$ cat config.mk
export PLATFORM = sky130hd
export DESIGN_NAME = switch_debounce
export DESIGN_NICKNAME = d
export VERILOG_FILES = /design/src/rtl/switch_debounce_pkg.sv /design/src/rtl/switch_debounce_chan.sv /design/src/rtl/switch_debounce.sv
export SDC_FILE = /design/constraint.sdc
export NUM_CORES = 1
export LEC_CHECK = 0
export ABC_AREA = 1
export ABC_CLOCK_PERIOD_IN_PS = 1600
export CORE_MARGIN = 5
export CORE_UTILIZATION = 55
export CTS_BUF_LIST = sky130_fd_sc_hd__clkbuf_8
export CTS_CLUSTER_DIAMETER = 30
export DETAILED_ROUTE_END_ITERATION = 7
export PLACE_DENSITY = 0.74
export REMOVE_ABC_BUFFERS = 1
export SLEW_MARGIN = 20
export SYNTH_ARGS = -nofsm -noshare
export SYNTH_HDL_FRONTEND = slang
export SYNTH_SLANG_ARGS = --single-unit
$ cat constraint.sdc
create_clock -name clk -period 1.6 [get_ports clk]
set_clock_uncertainty 0.05 [all_clocks]
set_input_delay 0.32 -clock clk [delete_from_list [all_inputs] [get_ports clk]]
set_output_delay 0.32 -clock clk [all_outputs]
set_load 0.1 [all_outputs]
$ cat src/rtl/switch_debounce_pkg.sv
// ============================================================================
// Module  : switch_debounce_pkg
// Brief   : Shared state encoding and default parameters for switch_debounce.
// Rev     : 1.0  initial release
// ============================================================================
`default_nettype none

package switch_debounce_pkg;

    localparam int STATE_W = 2;

    localparam logic [STATE_W-1:0] S_LOW     = 2'd0;
    localparam logic [STATE_W-1:0] S_WAIT_HI = 2'd1;
    localparam logic [STATE_W-1:0] S_HIGH    = 2'd2;
    localparam logic [STATE_W-1:0] S_WAIT_LO = 2'd3;

    localparam int DEFAULT_N_CH       = 2;
    localparam int DEFAULT_CNT_W      = 16;
    localparam int DEFAULT_STABLE_CYC = 50000;

endpackage

`default_nettype wire

$ cat src/rtl/switch_debounce_chan.sv
// ============================================================================
// Module  : debounce_chan
// Brief   : One channel: 2-flop synchroniser, stability counter, 4-state FSM,
//           optional press counter (SWITCH_DEBOUNCE_CNT_EN).
// Rev     : 1.0  initial release
// ============================================================================
`default_nettype none

module debounce_chan
    import switch_debounce_pkg::*;
#(
    parameter int CNT_W      = DEFAULT_CNT_W,
    parameter int STABLE_CYC = DEFAULT_STABLE_CYC
) (
    input  logic       clk,
    input  logic       rst,
    input  logic       i_raw,
    output logic       o_level,
    output logic       o_rise,
    output logic       o_fall
`ifdef SWITCH_DEBOUNCE_CNT_EN
    ,
    output logic [7:0] o_press_cnt
`endif
);

    localparam logic [CNT_W-1:0] c_last      = CNT_W'(STABLE_CYC - 1);
    localparam logic [CNT_W-1:0] c_one       = CNT_W'(1);
    localparam logic             c_immediate = (STABLE_CYC == 1);

    logic               r_meta;
    logic               r_sync;
    logic [STATE_W-1:0] r_state;
    logic [CNT_W-1:0]   r_cnt;
    logic               r_level;
    logic               r_rise;
    logic               r_fall;

    logic               w_accept_rise;
    logic               w_accept_fall;

    // With a one-cycle window the first sampled cycle of a new level is accepted
    // straight from the settled state, bypassing the wait state.
    always_comb begin
        w_accept_rise = r_sync &&
                        (((r_state == S_LOW) && c_immediate) ||
                         ((r_state == S_WAIT_HI) && (r_cnt == c_last)));
        w_accept_fall = !r_sync &&
                        (((r_state == S_HIGH) && c_immediate) ||
                         ((r_state == S_WAIT_LO) && (r_cnt == c_last)));
    end

    always_ff @(posedge clk) begin
        if (rst) begin
            r_meta  <= 1'b0;
            r_sync  <= 1'b0;
            r_state <= S_LOW;
            r_cnt   <= '0;
            r_level <= 1'b0;
            r_rise  <= 1'b0;
            r_fall  <= 1'b0;
        end else begin
            r_meta <= i_raw;
            r_sync <= r_meta;
            r_rise <= 1'b0;
            r_fall <= 1'b0;
            if (w_accept_rise) begin
                r_state <= S_HIGH;
                r_cnt   <= '0;
                r_level <= 1'b1;
                r_rise  <= 1'b1;
            end else if (w_accept_fall) begin
                r_state <= S_LOW;
                r_cnt   <= '0;
                r_level <= 1'b0;
                r_fall  <= 1'b1;
            end else begin
                case (r_state)
                    S_LOW: begin
                        if (r_sync) begin
                            r_state <= S_WAIT_HI;
                            r_cnt   <= c_one;
                        end
                    end
                    S_WAIT_HI: begin
                        if (!r_sync) begin
                            r_state <= S_LOW;
                            r_cnt   <= '0;
                        end else begin
                            r_cnt <= r_cnt + c_one;
                        end
                    end
                    S_HIGH: begin
                        if (!r_sync) begin
                            r_state <= S_WAIT_LO;
                            r_cnt   <= c_one;
                        end
                    end
                    S_WAIT_LO: begin
                        if (r_sync) begin
                            r_state <= S_HIGH;
                            r_cnt   <= '0;
                        end else begin
                            r_cnt <= r_cnt + c_one;
                        end
                    end
                    default: begin
                        r_state <= S_LOW;
                        r_cnt   <= '0;
                    end
                endcase
            end
        end
    end

    assign o_level = r_level;
    assign o_rise  = r_rise;
    assign o_fall  = r_fall;

`ifdef SWITCH_DEBOUNCE_CNT_EN
    logic [7:0] r_press_cnt;

    // Counts on the acceptance edge so the count moves together with o_rise.
    always_ff @(posedge clk) begin
        if (rst) begin
            r_press_cnt <= 8'd0;
        end else if (w_accept_rise) begin
            r_press_cnt <= r_press_cnt + 8'd1;
        end
    end

    assign o_press_cnt = r_press_cnt;
`endif

endmodule

`default_nettype wire

$ cat src/rtl/switch_debounce.sv
// ============================================================================
// Module  : switch_debounce
// Brief   : N_CH independent switch debouncers with rise/fall pulses.
//           Define SWITCH_DEBOUNCE_CNT_EN to add per-channel press counters.
// Rev     : 1.0  initial release
// ============================================================================
`default_nettype none

module switch_debounce
    import switch_debounce_pkg::*;
#(
    parameter int N_CH       = DEFAULT_N_CH,
    parameter int CNT_W      = DEFAULT_CNT_W,
    parameter int STABLE_CYC = DEFAULT_STABLE_CYC
) (
    input  logic              clk,
    input  logic              rst,
    input  logic [N_CH-1:0]   raw_in,
    output logic [N_CH-1:0]   level_out,
    output logic [N_CH-1:0]   rise_pulse,
    output logic [N_CH-1:0]   fall_pulse
`ifdef SWITCH_DEBOUNCE_CNT_EN
    ,
    output logic [8*N_CH-1:0] press_cnt
`endif
);

    for (genvar g = 0; g < N_CH; g++) begin : g_chan
        debounce_chan #(
            .CNT_W      (CNT_W),
            .STABLE_CYC (STABLE_CYC)
        ) u_chan (
            .clk         (clk),
            .rst         (rst),
            .i_raw       (raw_in[g]),
            .o_level     (level_out[g]),
            .o_rise      (rise_pulse[g]),
            .o_fall      (fall_pulse[g])
`ifdef SWITCH_DEBOUNCE_CNT_EN
            ,
            .o_press_cnt (press_cnt[8*g +: 8])
`endif
        );
    end

endmodule

`default_nettype wire

Word level (Yosys, flattened, before mapping)
Index checks and enable logic that the tools add are counted.

$add $sub $neg: 2. Equal/unequal tests: 24. Muxes and demuxes: 32. Reduce and logical (&&, ||, !) cells: 24.

Operators by type and width (number): 2-to-1 mux 16 bit (8); case mux 16 bit (4 select lines) (2); adder 16 x 1 -> 16 bit, second input constant (2); equality test 16 bit, second input constant (2); 2-to-1 mux 2 bit (12); inequality test 4 x 1 -> 1 bit, second input constant (4); inequality test 4 bit, second input constant (4); case mux 2 bit (4 select lines) (2); AND reduction 4 bit (4); equality test 2 bit, second input constant (4); logical AND 1 bit (8); 2-to-1 mux 1 bit (8); inequality test 2 x 1 -> 1 bit, second input constant (4); inequality test 2 bit, second input constant (4); OR reduction 3 bit (2); equality test 2 x 1 -> 1 bit, second input constant (2); zero test 2 bit (2); AND reduction 2 bit (2); nonzero test 2 bit (2); OR reduction 2 bit (2); zero test 1 bit (2).

Register bits after elaboration: 46. Input port bits: 4. Word-level logic and storage cells: 98.

Longest topological paths before layout
Gate-level depths: netlist of the first run.

Depth after elaboration: 5. Gate-level depth with buffers: 9.

Cells and area by module
A second synthesis of the first run with hierarchy kept.

Cell total of the unflattened synthesis: 403. Area total of the unflattened synthesis: 2636.3 um^2.

Modules (own cells, without submodules): debounce_chan (g_chan[1].u_chan) (instances 1, cells an instance 214, area each 1405.1 um^2); debounce_chan (g_chan[0].u_chan) (instances 1, cells an instance 189, area each 1231.2 um^2).

Least setup slack after synthesis of the first run
OpenSTA, ideal clock, no wires.

Path type: flip-flop to flip-flop. Start point: register g_chan[1].u_chan.r_cnt[0]. End point: register g_chan[1].u_chan.r_cnt[9]. Data arrival time: 1312 ps. Path buffers: 1. Clock period less this slack: 1474 ps. Cell stages (with the launch flop): 8. Path slack: 126 ps. Path through: dfxtp_1 > ha_1 > nand3_2 > nor2_2 > nand4_2 > nand3_4 > buf_12 > nor2_1.

Longest elaborated chain between the ends: 4.

RTL lines: from (decl) (RTL line switch_debounce_chan.sv:34) `logic [CNT_W-1:0] r_cnt;`; from (signal assigned) (RTL line switch_debounce_chan.sv:82) `r_cnt <= c_one;`; from (signal assigned) (RTL line switch_debounce_chan.sv:90) `r_cnt <= r_cnt + c_one;`; from (signal assigned) (RTL line switch_debounce_chan.sv:96) `r_cnt <= c_one;`; branches (longest 4 deep; another with adder 16 x 1 -> 16 bit).

Parallel ways; which one is timed is not known. A chain may end at the register's enable or synchronous reset.

Final worst setup path of the first run
Start point: register g_chan[1].u_chan.r_cnt[1]. End point: register g_chan[1].u_chan.r_cnt[10].

The elaborated chain is that of the path after synthesis.

==> results of run 1 <==
[kinds of logic (layout without fill, tap and decap cells)]
logic type | Yosys count | count (layout) | synth area share (%)
AO/OA/AOI/OAI | 22 | 22 | 4.42
AND/OR/NAND/NOR | 277 | 278 | 47.9
adder cells (fa/ha/maj) | 2 | 2 | 0.911
XOR/XNOR | 4 | 4 | 1.28
buffers and inverters | 72 | 93 | 12.0
flip-flops | 46 | 46 | 33.5
[worst max-delay path, cell delays in order (launching register included)]
cell,delay [ns]
dfxtp_2,0.36
ha_2,0.20
nand3_2,0.14
nor2_4,0.21
nand4_4,0.17
nand3_4,0.21
nor2_1,0.05
[per-stage QoR]
stage | power [mW] | utilization (%)
2_1_floorplan | 1.24 | -
3_3_place_gp | 1.29 | 62.2
3_5_place_dp | 1.29 | 62.2
4_1_cts | 2.14 | 64.5
5_1_grt | 2.22 | 66.8
6_report | 2.13 | 66.8
[placed cells by master (no fill, tap or decap), types with 2 or more instances in the layout]
master / netlist / routed
clkdlybuf4s50_1: 0 / 3
clkbuf_8: 0 / 5
dfxtp_1: 46 / 41
nor2_1: 78 / 77
o21bai_1: 4 / 4
o21ai_0: 10 / 10
dfxtp_2: 0 / 5
nor2_2: 17 / 15
nand2_4: 4 / 4
nand4_4: 0 / 2
nand2_1: 101 / 99
nor3_1: 3 / 3
xor2_1: 2 / 2
a21oi_1: 6 / 6
inv_2: 5 / 5
inv_1: 55 / 57
nand3_1: 44 / 44
buf_12: 1 / 7
nand3_2: 2 / 2
nand2_2: 3 / 5
buf_4: 7 / 14
nand3_4: 2 / 3
nand4_1: 13 / 13
xnor2_1: 2 / 2
nor2_4: 4 / 7
[where the power goes]
part | switching (mW) | internal, mW | total [mW]
clock network | 0.403 | 0.455 | 0.858
logic | 0.0733 | 0.0399 | 0.113
registers | 0.00793 | 1.15 | 1.16
[metal layers]
layer / vias up / global-route usage [%] / share of wire (%) / wire length, um
li1: 1359 / - / - / -
met1: 1177 / 28.3 / 50 / 3050
met2: 79 / 32.3 / 43 / 2610
met3: 7 / 3.36 / 6.0 / 363
met4: 0 / 5.41 / 1.0 / 61
met5: - / 0 / 0 / 0
[cell type report]
cell class                 instances  area, sq um  share of cell area (%)
timing repair buffer              25          287                    8.96
clock inverter                     3         37.5                    1.17
clock buffer                       5         68.8                    2.15
multi-input combinational        306         1570                    49.1
inverter                          60          225                    7.04
tap                               67         83.8                    2.62
sequential                        46          927                    29.0
[how the worst max path moves through the flow]
stage,startpoint,to,cells past startpoint
2_1_floorplan,g_chan[1].u_chan.r_cnt[0],g_chan[1].u_chan.r_cnt[8],8
3_3_place_gp,g_chan[1].u_chan.r_cnt[1],g_chan[1].u_chan.r_cnt[14],6
3_5_place_dp,g_chan[1].u_chan.r_cnt[1],g_chan[1].u_chan.r_cnt[2],6
4_1_cts,g_chan[1].u_chan.r_cnt[1],g_chan[1].u_chan.r_cnt[13],6
5_1_grt,g_chan[1].u_chan.r_cnt[8],g_chan[1].u_chan.r_state[0],7
6_report,g_chan[1].u_chan.r_cnt[1],g_chan[1].u_chan.r_cnt[10],6
[state kept, by name (all words and copies together) (netlist names)]
signal / flops
g_chan.u_chan.r_sync: 2
g_chan.u_chan.r_state: 4
g_chan.u_chan.o_level: 2
g_chan.u_chan.o_rise: 2
g_chan.u_chan.o_fall: 2
g_chan.u_chan.r_cnt: 32
g_chan.u_chan.r_meta: 2
[what timing repair did]
item | 4_1_cts | 5_1_grt
gates resized for setup | 0 | 18
setup buffers | 0 | 4
endpoints found under the setup margin | 0 | 36
==> results.md, run 1 <==
- Setup CP Type: flop to flop
- Count leader, synth: nand2_1
- Vias in the first global route: around 2300
- Hold Crit Class: flop to flop
- CP Launch Type: flop
- Final setup viols: 0
- Row cnt: 25
- DR vias/cell: 5.12
- Final instance area: 3200 sq um
- Worst skew pair latency: 0.30 ns
- Final ANT Viol Nets: 0
- Synth cell types: 31
- Post-Syn Area per Cell: roughly 6.5 sq um
- Remaining DRCs: 0
- DR vias: 2622
- Lkg Pwr: approximately 1.3 nW
- Number of flops mapped to enable cells by yosys: 0
- Hold Fails Final Rpt: 0
- CP Data Arrival Time: around 1.7 ns
- Top cells by area, synth: dfxtp_1, nand2_1, nor2_1, nand3_1, inv_1
- Hold path depth: 2
- Pwr per Cell Area: about 670 nW/um^2
- Clock Path Buffers: 2
- Rel. slew slack: around three quarters
- Number of antenna violations at the first check in global routing: 0
- FF-to-FF Start: g_chan[1].u_chan.r_cnt[1]
- Synth area leader: dfxtp_1
- Io pins: 10
- Critical Path Sink Type: flop
- Commonest cells post-synth: nand2_1, nor2_1, inv_1
- Placed inst area: about 3000 sq um
- Yosys warns: 0
- Dpl hpwl: between 4 and 5 mm
- #FFs+latches synth: 46
- Layout cell share with drive strength beyond 1: between 10% and 20%
- Ys async rst share: 0%
- WL final: about 6.1 mm
- Post-Layout Cell Count: about 500
- Critical Path RT: roughly 1.8 ns
- Fin. max-slew vios: 0
- R2r worst-path depth: 6
- Post-synthesis sequential area ratio: between 30% and 40%
- CTS Buf Count: 5
- # clock sinks: 46
- Hold WS: between 0.3 and 0.4 ns
- Setup tns final: 0 ns
- GR Overflow Total: 0
- Cts hold-fix bufs: 0
- Wire length of the first global-routing pass: 10.6 mm
- Post-synth top area share: between 30% and 40%
- 1st-pass router iterations: 6
- Pre-CTS WS: around 0.038 ns
- Fin nets: 450
- Reg2reg setup slack: 0.1 ns
- Area grow syn2layout: 16.4%
- Syn Std Cell Area: approximately 2700 sq um
- WL/cell: roughly 12 um
- Cells after DPL: between 400 and 500
- H-tree levels: 2
- Hold_sp: g_chan[1].u_chan.r_meta
- Initial core utilization: about 57%
- Capture point of the worst reg-to-reg path: g_chan[1].u_chan.r_cnt[10]
- # fillers: 402
- Crit path time final: around 1.5 ns
- IO Port Bufs: 9
- Critical Path Fanout Max: 8
- Period utilisation layout: between 90 and 100%
- F_max: approximately 670 MHz
- Core ar.: 4790 sq um
- Status: finished clean
- Pin count of the biggest net entering global routing: 18
- Die width: between 80 and 90 um
- CTS tree: built
- Placer Congestion: slightly below 0.9
- ANT cells: 0
- DR iter-0 viols: approximately 220
- Mapped Cells: 423
- Total die area: between 6000 and 7000 sq um
- Die H: a little over 80 um
- Final worst slack: around 0.099 ns
- CTS root buf: clkbuf_8
- Maximum vdd drop: between 0.3 and 0.4 mV
- Worst-Margin Slew: roughly 0.37 ns
- Hold path endpoint: g_chan[1].u_chan.r_sync
- Clk slew on worst S/H paths: about 0.080 ns
- Main flop type after synthesis: dfxtp_1
- Total track usage: between 20% and 30%
- Max Cap Viol: 0
(Power assumes the default switching activity.)
==> run 2: changes to the inputs <==
SKIP_CTS_REPAIR_TIMING = 1   (was default)
==> results of run 2 <==
The final DEF is identical to that of run 1; final timing and power are the same.
